**src/rtl/uart_tx_sched_if.sv**
```systemverilog
// Requester/serializer handshake bundle for uart_tx_sched.
// slave  : scheduler side (consumes requests, drives the serializer).
// master : environment side (requesters plus serializer).
interface uart_tx_sched_if #(
  parameter int unsigned N_REQ = 2
);
  logic [N_REQ-1:0]   i_req;
  logic [8*N_REQ-1:0] i_data;
  logic [N_REQ-1:0]   o_grant;
  logic [N_REQ-1:0]   o_done;
  logic [7:0]         o_tx;
  logic               o_tx_start;
  logic               i_tx_busy;
  logic               i_tx_start_clear;

  modport slave (
    input  i_req, i_data, i_tx_busy, i_tx_start_clear,
    output o_grant, o_done, o_tx, o_tx_start
  );

  modport master (
    output i_req, i_data, i_tx_busy, i_tx_start_clear,
    input  o_grant, o_done, o_tx, o_tx_start
  );
endinterface

```
**src/rtl/uart_tx_sched.sv**
```systemverilog
// Round-robin scheduler sharing one UART serializer among N_REQ byte requesters.
// Optional macro UART_TX_TIMEOUT_EN adds START/SEND watchdogs and the sticky o_err flag.
module uart_tx_sched #(
  parameter int unsigned N_REQ       = 2,
  parameter int unsigned BUSY_WAIT   = 16,
  parameter int unsigned TIMEOUT_CYC = 4096
) (
  input  logic               clk,
  input  logic               rst,
  uart_tx_sched_if.slave     bus,
  output logic               o_busy,
  output logic               o_err,
  input  logic               i_err_clr
);

  localparam int unsigned SW = (N_REQ > 1) ? $clog2(N_REQ) : 1;

  typedef enum logic [2:0] {
    IDLE  = 3'd0,
    GRANT = 3'd1,
    START = 3'd2,
    SEND  = 3'd3,
    DONE  = 3'd4
  } state_t;

  state_t           state_q, state_d;
  logic [SW-1:0]    sel_q, sel_d;
  logic [SW-1:0]    rr_q, rr_d;
  logic [N_REQ-1:0] grant_q, grant_d;
  logic [N_REQ-1:0] done_q, done_d;
  logic [7:0]       tx_q, tx_d;
  logic             start_q, start_d;

  logic             found;
  logic [SW-1:0]    win;
  int unsigned      idx;

`ifdef UART_TX_TIMEOUT_EN
  localparam int unsigned CW = $clog2(TIMEOUT_CYC) + 1;
  logic [CW-1:0] cnt_q, cnt_d;
  logic          err_q, err_d;
  logic          tmo;
`endif

  // Round-robin winner: first pending request at or after rr_q, wrapping.
  always_comb begin
    found = 1'b0;
    win   = '0;
    idx   = 0;
    for (int unsigned i = 0; i < N_REQ; i++) begin
      idx = 32'(rr_q) + i;
      if (idx >= N_REQ) idx = idx - N_REQ;
      if (!found && bus.i_req[idx]) begin
        found = 1'b1;
        win   = SW'(idx);
      end
    end
  end

  // Next-state and registered-output logic.
  always_comb begin
    state_d = state_q;
    sel_d   = sel_q;
    rr_d    = rr_q;
    grant_d = '0;
    done_d  = '0;
    tx_d    = tx_q;
    start_d = start_q;
`ifdef UART_TX_TIMEOUT_EN
    tmo     = 1'b0;
`endif
    case (state_q)
      IDLE: begin
        if (found && !bus.i_tx_busy) begin
          state_d      = GRANT;
          sel_d        = win;
          grant_d[win] = 1'b1;
        end
      end
      GRANT: begin
        tx_d    = bus.i_data[{sel_q, 3'b000} +: 8];
        rr_d    = (sel_q == SW'(N_REQ - 1)) ? '0 : sel_q + 1'b1;
        start_d = 1'b1;
        state_d = START;
      end
      START: begin
        if (bus.i_tx_busy || bus.i_tx_start_clear) begin
          start_d = 1'b0;
          state_d = SEND;
        end
`ifdef UART_TX_TIMEOUT_EN
        else if (cnt_q == CW'(BUSY_WAIT - 1)) begin
          start_d        = 1'b0;
          tmo            = 1'b1;
          done_d[sel_q]  = 1'b1;
          state_d        = DONE;
        end
`endif
      end
      SEND: begin
        if (!bus.i_tx_busy) begin
          done_d[sel_q] = 1'b1;
          state_d       = DONE;
        end
`ifdef UART_TX_TIMEOUT_EN
        else if (cnt_q == CW'(TIMEOUT_CYC - 1)) begin
          tmo           = 1'b1;
          done_d[sel_q] = 1'b1;
          state_d       = DONE;
        end
`endif
      end
      DONE: begin
        state_d = IDLE;
      end
      default: begin
        state_d = IDLE;
      end
    endcase
  end

`ifdef UART_TX_TIMEOUT_EN
  // Cycles spent in the current state (cleared on every state change); clear beats set for o_err.
  always_comb begin
    cnt_d = (state_d != state_q) ? '0 : cnt_q + 1'b1;
    err_d = err_q;
    if (i_err_clr) err_d = 1'b0;
    else if (tmo)  err_d = 1'b1;
  end

  // Watchdog counter and sticky error register.
  always_ff @(posedge clk) begin
    if (rst) begin
      cnt_q <= '0;
      err_q <= 1'b0;
    end else begin
      cnt_q <= cnt_d;
      err_q <= err_d;
    end
  end

  assign o_err = err_q;
`else
  logic cfg_unused;
  assign cfg_unused = ^{i_err_clr, 32'(BUSY_WAIT), 32'(TIMEOUT_CYC)};
  assign o_err      = 1'b0;
`endif

  // State and output registers; reset abandons any frame in flight.
  always_ff @(posedge clk) begin
    if (rst) begin
      state_q <= IDLE;
      sel_q   <= '0;
      rr_q    <= '0;
      grant_q <= '0;
      done_q  <= '0;
      tx_q    <= '0;
      start_q <= 1'b0;
    end else begin
      state_q <= state_d;
      sel_q   <= sel_d;
      rr_q    <= rr_d;
      grant_q <= grant_d;
      done_q  <= done_d;
      tx_q    <= tx_d;
      start_q <= start_d;
    end
  end

  assign bus.o_grant    = grant_q;
  assign bus.o_done     = done_q;
  assign bus.o_tx       = tx_q;
  assign bus.o_tx_start = start_q;
  assign o_busy         = (state_q != IDLE);

endmodule
```
**src/flat_wrapper.sv**
```systemverilog
// flat-port wrapper written by rule: the top's interface ports become plain ports
module uart_tx_sched_flat 
#(
  parameter int unsigned N_REQ       = 2,
  parameter int unsigned BUSY_WAIT   = 16,
  parameter int unsigned TIMEOUT_CYC = 4096
)
  (clk, rst, o_busy, o_err, i_err_clr, bus_i_req, bus_i_data, bus_i_tx_busy, bus_i_tx_start_clear, bus_o_grant, bus_o_done, bus_o_tx, bus_o_tx_start);
  uart_tx_sched_if #(.N_REQ(N_REQ)) bus_i ();
  input  logic clk;
  input  logic rst;
  output logic o_busy;
  output logic o_err;
  input  logic i_err_clr;
  input wire logic [$bits(bus_i.i_req)-1:0] bus_i_req;
  input wire logic [$bits(bus_i.i_data)-1:0] bus_i_data;
  input wire logic [$bits(bus_i.i_tx_busy)-1:0] bus_i_tx_busy;
  input wire logic [$bits(bus_i.i_tx_start_clear)-1:0] bus_i_tx_start_clear;
  output wire logic [$bits(bus_i.o_grant)-1:0] bus_o_grant;
  output wire logic [$bits(bus_i.o_done)-1:0] bus_o_done;
  output wire logic [$bits(bus_i.o_tx)-1:0] bus_o_tx;
  output wire logic [$bits(bus_i.o_tx_start)-1:0] bus_o_tx_start;
  assign bus_i.i_req = bus_i_req;
  assign bus_i.i_data = bus_i_data;
  assign bus_i.i_tx_busy = bus_i_tx_busy;
  assign bus_i.i_tx_start_clear = bus_i_tx_start_clear;
  assign bus_o_grant = bus_i.o_grant;
  assign bus_o_done = bus_i.o_done;
  assign bus_o_tx = bus_i.o_tx;
  assign bus_o_tx_start = bus_i.o_tx_start;
  uart_tx_sched #(.N_REQ(N_REQ), .BUSY_WAIT(BUSY_WAIT), .TIMEOUT_CYC(TIMEOUT_CYC)) u_core (.clk(clk), .rst(rst), .bus(bus_i), .o_busy(o_busy), .o_err(o_err), .i_err_clr(i_err_clr));
endmodule
```
**config.mk**
```make
export PLATFORM = sky130hd
export DESIGN_NAME = uart_tx_sched_flat
export DESIGN_NICKNAME = d
export VERILOG_FILES = /design/src/rtl/uart_tx_sched_if.sv /design/src/rtl/uart_tx_sched.sv /design/src/flat_wrapper.sv
export SDC_FILE = /design/constraint.sdc
export NUM_CORES = 1
export LEC_CHECK = 0
export ABC_AREA = 1
export BUFFER_PORTS_ARGS = -buffer_cell sky130_fd_sc_hd__buf_2
export CAP_MARGIN = 20
export CELL_PAD_IN_SITES_DETAIL_PLACEMENT = 2
export CELL_PAD_IN_SITES_GLOBAL_PLACEMENT = 2
export CORE_MARGIN = 2
export CORE_UTILIZATION = 20
export CTS_CLUSTER_DIAMETER = 200
export DETAILED_ROUTE_END_ITERATION = 10
export MAX_ROUTING_LAYER = met4
export PLACE_DENSITY_LB_ADDON = 0.1
export SYNTH_ARGS = -nofsm -noshare
export SYNTH_HDL_FRONTEND = slang
export SYNTH_SLANG_ARGS = --single-unit
```
**constraint.sdc**
```tcl
create_clock -name clk -period 0.9 [get_ports clk]
set_clock_uncertainty 0.1 [all_clocks]
set_input_delay 0.045 -clock clk [delete_from_list [all_inputs] [get_ports clk]]
set_output_delay 0.045 -clock clk [all_outputs]
set_load 0.05 [all_outputs]
```
==> impl_metrics.toml, run 1 <==
[sta]
finalWorstSetupSlack_ns = -0.252
whs_ns = -0.00844
max_freq_mhz = 868
final-hold-violation-count = 1
rsz0062_at_grt = "yes"
final_max_slew_viol_count = 0
setup_viol = 18
period_share_pct = 128
fin_crit_ns = 1.15

[yosys]
synthCells = 119
synthFlopType = "dfxtp_1"
async_flop_share_pct = 0
syn_area_sq_um = 818
syn_area_per_cell_sq_um = 6.88
ys_ff_latch = 18
synth_edf_count = 0
yosysWarnings = 0
synthTopCellsByCount = "31 x nand2_1, 18 x dfxtp_1, 16 x inv_1, 12 x nor2_1, 11 x a21oi_1"
synthesis.nets = 142
synthTopCellsByArea = "dfxtp_1 44%, nand2_1 14%, inv_1 7.3%, a21oi_1 6.7%, o21ai_0 6.1%"
yosysTopAreaCell = "dfxtp_1"
ys_types = 18
synth_most_common_cell = "nand2_1"
synth_top_area_share_pct = 44.0
synth-seq-area-share_pct = 44.0

[worst_setup_path]
cp.arrival_ns = 1.01
critPathLaunchType = "register"
critPathCapture = "o_busy"
r2r_start = "u_core.state_q[2]"
startpoint = "u_core.state_q[2]"
path_cells = "nor2_4, nand2_4, buf_6"
critical-path-slowest-cell = "dfxtp_2"
end_kind = "output port"
rr_worst_depth = 6
cp_max_fo = 4
r2r_end = "u_core.state_q[0]"
required_ns = 0.75
path_class = "reg -> out"
ff2ff_setup_slack_ns = -0.21
slowest_delay_ns = 0.34

[routing]
drt-total-wl_um = 2570
viasPerCell = 4.17
vias = 901
ant_nets = 0
drt-wirelength-per-cell_um = 11.9
drt_first_pass_iters = 3
drc_errors = 0
initialDrtViolationCount = 13

[floorplanning]
die_height_um = 68.0
core_sq_um = 3970
rows = 23
top_level_ports = 38
start_util_pct = 20.6
die-area_sq_um = 4620
die_w_um = 68.0

[clock_tree]
cts_tree = "yes"
clockBufferDepth = 2
htree_levels = 1
root_buffer = "clkbuf_8"
cts_buffers = 3
clkTransAtPathRegs_ns = 0.07
clkLatencyLatePin_ns = 0.25
clkSinkCount = 18

[finish]
diodes = 0
finalInstanceArea_sq_um = 1370
syn_to_final_growth_pct = 67.9
fin_nets = 190
drive_above_1_share_pct = 48.8
fill_cells = 459

[power]
vdd.ir_drop.worst_v = 0.000584
powerDensity_nw_per_um2 = 2100
leakagePower_nw = 0.658

[grt]
grt_use_total_pct = 12.4
grt_max_degree = 11
grt_antenna_before_repair = 0
grt_overflow = 0
first_global_vias = 914
grt_pass1_wl_um = 4160

[place]
port_buffers = 35
dpl-instance-area_sq_um = 1100
dp_hpwl_um = 2020
place.gp.congestion = 0.781
dp_slack_ns = -0.266

[outcome]
status = "finished with violations"
failed_checks = "negative hold slack, negative setup slack"

[min_path]
holdCritStartpoint = "bus_i_req[0]"
hp-class = "in -> reg"
holdPathStages = 3

[flow_run]
maxCapViolCount = 0
==> where the power goes <==
part / total (W) / internal, W / switching [W]
clock network: 0.000654 / 0.000388 / 0.000266
logic: 0.00121 / 0.000495 / 0.000716
registers: 0.00102 / 0.000930 / 0.0000939
total: 0.00289 / 0.00181 / 0.00108
==> cells in the final DEF (no fill, tap or decap) <==
cell,count
dfxtp_1,1
buf_8,8
nand3_1,1
buf_2,21
a21oi_2,1
a21oi_1,10
nand3_4,1
nand2_1,29
inv_4,1
inv_1,15
nand3_2,4
dfxtp_2,17
conb_1,1
o21ai_1,11
nand2_4,1
clkbuf_8,4
o211ai_1,2
nor2_1,12
dlygate4sd3_1,2
inv_2,2
buf_4,8
nor2_4,1
buf_6,9
nand2_2,2
o21ai_0,1
clkinv_4,1
==> worst min path at each step <==
stage                                 end  slack, ns
CTS                 u_core.bus.o_grant[0]     -0.007
global placement    u_core.bus.o_tx_start       0.11
global route        u_core.bus.o_grant[0]      0.009
detailed placement  u_core.bus.o_tx_start       0.12
floorplan           u_core.bus.o_tx_start      0.007
finish              u_core.bus.o_grant[0]     -0.008
==> final cells by class <==
cell class / instances / area (sq um) / area share (%)
Clock buffer: 4 / 55.1 / 4.01
Multi-Input combinational cell: 77 / 389 / 28.3
Tap cell: 50 / 62.6 / 4.55
Sequential cell: 18 / 382 / 27.8
Inverter: 19 / 78.8 / 5.74
Timing Repair Buffer: 48 / 407 / 29.6
==> repair_timing <==
item | CTS | global route
hold buffers | 2 | 0
endpoints found under the setup margin | 32 | 32
setup buffers | 1 | 2
resized for setup | 43 | 13
pin swaps | 2 | 1
hold endpoints to repair | 3 | 0
==> state kept, by name, indices dropped and copies added (netlist names) <==
signal / flops
u_core.bus.o_grant: 2
u_core.bus.o_tx: 8
u_core.rr_q: 1
u_core.sel_q: 1
u_core.state_q: 3
u_core.bus.o_done: 2
u_core.bus.o_tx_start: 1
==> critical path: cells and delay by family, from the launching register on <==
kind                   cells  cell delay, ns
DFF                        1            0.34
buffers and inverters      1            0.16
and+or+nand+nor            2            0.26
==> cell families after synthesis <==
group / share of synthesized area (%)
flip-flops: 44.0
AO/OA/AOI/OAI: 15.9
other: 0.458
buffers and inverters: 12.8
AND/OR/NAND/NOR: 26.8
==> stage by stage <==
| stage | hold slack, ns | power [W] | util [%] | TNS [ns] | instances |
|---|---|---|---|---|---|
| after floorplan | 0.00665 | 0.00170 | - | -1.44 | 119 |
| after global placement | 0.113 | 0.00196 | 27.8 | -2.60 | 207 |
| after detailed placement | 0.118 | 0.00198 | 27.8 | -3.03 | 207 |
| after CTS | -0.00737 | 0.00285 | 33.3 | -2.96 | 214 |
| after global routing | 0.00902 | 0.00307 | 34.6 | -4.22 | 216 |
| final | -0.00844 | 0.00289 | 34.6 | -2.67 | 216 |
==> metal layers <==
layer / share of wire, % / wire length [um] / vias to the layer above / GRT usage [%]
li1: - / - / 459 / -
met1: 43 / 1100 / 419 / 14.1
met2: 52 / 1340 / 21 / 21.5
met3: 4.2 / 108 / 2 / 2.47
met4: 0.82 / 21 / 0 / 4.50
met5: 0 / 0 / - / -
Note: power is estimated with default switching activity, not from simulation.
==> run 2, diff against run 1 <==
- TNS_END_PERCENT: default -> 50
==> run 2 against run 1 <==
Effect of this change: the run still ends with negative hold slack, negative setup slack left; cell count unchanged; non-clock buffer count is the same; flip-flop and latch count unchanged; first-iteration DRC count shrank 23%; maximum frequency is 1.2% lower; critical path type unchanged; critical endpoint unchanged; largest power group unchanged.
==> impl_metrics.toml, run 2 (synthesized netlist as in run 1, its figures left out) <==
[outcome]
status = "finished with violations"
failed_checks = "negative hold slack, negative setup slack"

[clock_tree]
clockBufferDepth = 2
clkTransAtPathRegs_ns = 0.07
clkSinkCount = 18
cts_buffers = 3
cts_tree = "yes"
htree_levels = 1
clkLatencyLatePin_ns = 0.26
root_buffer = "clkbuf_8"

[flow_run]
maxCapViolCount = 0

[sta]
max_freq_mhz = 858
finalWorstSetupSlack_ns = -0.265
setup_viol = 20
period_share_pct = 129
fin_crit_ns = 1.17
final-hold-violation-count = 1
rsz0062_at_grt = "yes"
fin_setup_tns_ns = -3.23
whs_ns = -0.00687
final_max_slew_viol_count = 0

[power]
seqPwrFrac_pct = 34.7
switching_share_pct = 37.9
leakagePower_nw = 0.672
powerDensity_nw_per_um2 = 2100
vdd.ir_drop.worst_v = 0.000652
clkPwrFrac_pct = 23.0
comb_power_share_pct = 42.3
p_switching_w = 0.00112
internal_power_w = 0.00184

[finish]
fin_nets = 190
layout_commonest_cell = "nand2_1"
fill_cells = 475
layout_common_cells = "30 x nand2_1, 21 x buf_2, 17 x dfxtp_2"
drive_above_1_share_pct = 50.6
largest_reg_flops = 8
syn_to_final_growth_pct = 72.5
instances_no_fill = 216
diodes = 0
final-seq-area_sq_um = 382
multi_input_area_sq_um = 402

[grt]
grt_pass1_wl_um = 4460
grt_use_total_pct = 13.8
grt_max_degree = 19
grt_antenna_before_repair = 0
first_global_vias = 915
grt_overflow = 0

[place]
port_buffers = 35
place.gp.congestion = 0.772
dp_cells = 209
dp_hpwl_um = 1980

[routing]
drt-wirelength-per-cell_um = 12.4
ant_nets = 0
vias = 923
viasPerCell = 4.27
drc_errors = 0
drt_first_pass_iters = 3
drt-total-wl_um = 2670
initialDrtViolationCount = 10

[floorplanning]
die-area_sq_um = 4620
core_sq_um = 3970
top_level_ports = 38
rows = 23
die_w_um = 68.0
start_util_pct = 20.6
die_height_um = 68.0

[worst_setup_path]
path_cells = "nor2_4, nand2_4, buf_8"
cp_max_fo = 4
slowest_delay_ns = 0.34
critPathLaunchType = "register"
cp.arrival_ns = 1.02
end_kind = "output port"
critPathBufInv = 1
path_class = "reg -> out"
critical-path-slowest-cell = "dfxtp_2"
required_ns = 0.75
cp_top_family = "flip-flops"

[min_path]
hp-class = "in -> reg"
-- run 2: cell counts in the layout (fill, tap and decap cells not counted) --
Identical to the previous run, type by type.
-- run 2: timing repair --
| item | in CTS | in global routing |
|---|---|---|
| pin swaps | 3 | 1 |
| hold buffers | 2 | 0 |
| hold endpoints to repair | 3 | 0 |
| buffers inserted | 1 | 0 |
| resized for setup | 58 | 15 |
| cloned | 0 | 0 |
| setup endpoints to repair | 32 | 32 |
-- run 2: power by group through the flow --
stage | sequential [W] | clock, W | combinational (W)
after global routing | 0.00104 | 0.000751 | 0.00136
final | 0.00103 | 0.000682 | 0.00125
after detailed placement | 0.000999 | 0 | 0.00102
after global placement | 0.000989 | 0 | 0.000996
after floorplan | 0.00127 | 0 | 0.000414
after CTS | 0.00102 | 0.000714 | 0.00123
-- run 2: final cells by class --
cell class                 count  area share, %
clock buffer                   4           3.90
inverter                      19           5.59
multi-input combinational     77           28.5
sequential                    18           27.0
tap                           50           4.43
timing repair buffer          48           30.6
-- run 2: through the flow --
step                power (W)  hold slack [ns]  setup slack, ns  area [sq um]  util, %
finish                0.00296         -0.00687           -0.265          1410     35.5
global route          0.00316          0.00465           -0.318          1410     35.5
CTS                   0.00297          -0.0172           -0.275          1370     34.4
detailed placement    0.00201            0.121           -0.251          1130     28.5
global placement      0.00198            0.112           -0.206          1130     28.5
floorplan             0.00168          0.00665           -0.193           830        -
-- run 2: path summary, 6_finish.rpt --
path,start,to,slack (ns),depth (start not counted)
worst max register to register,u_core.state_q[2],u_core.state_q[0],-0.23,6
worst min-delay path,bus_i_req[0],u_core.bus.o_grant[0],-0.007,3
worst max-delay path,u_core.state_q[2],o_busy,-0.27,3
worst min register to register,u_core.bus.o_tx[7],u_core.bus.o_tx[7],0.36,2
-- run 2: metal layers --
metal,vias up,GRT usage [%],part of all wire [%]
met2,23,22.5,53
met4,0,7.50,2.2
li1,463,-,-
met1,431,16.0,40
met5,-,-,0
met3,6,2.47,4.8
-- run 2: worst reg2reg max path, delay by kind of cell, from the launching register on --
kind	cells	cell delay, ns
compound gates	1	0.07
buf+inv	1	0.05
flops	1	0.34
simple gates	4	0.47
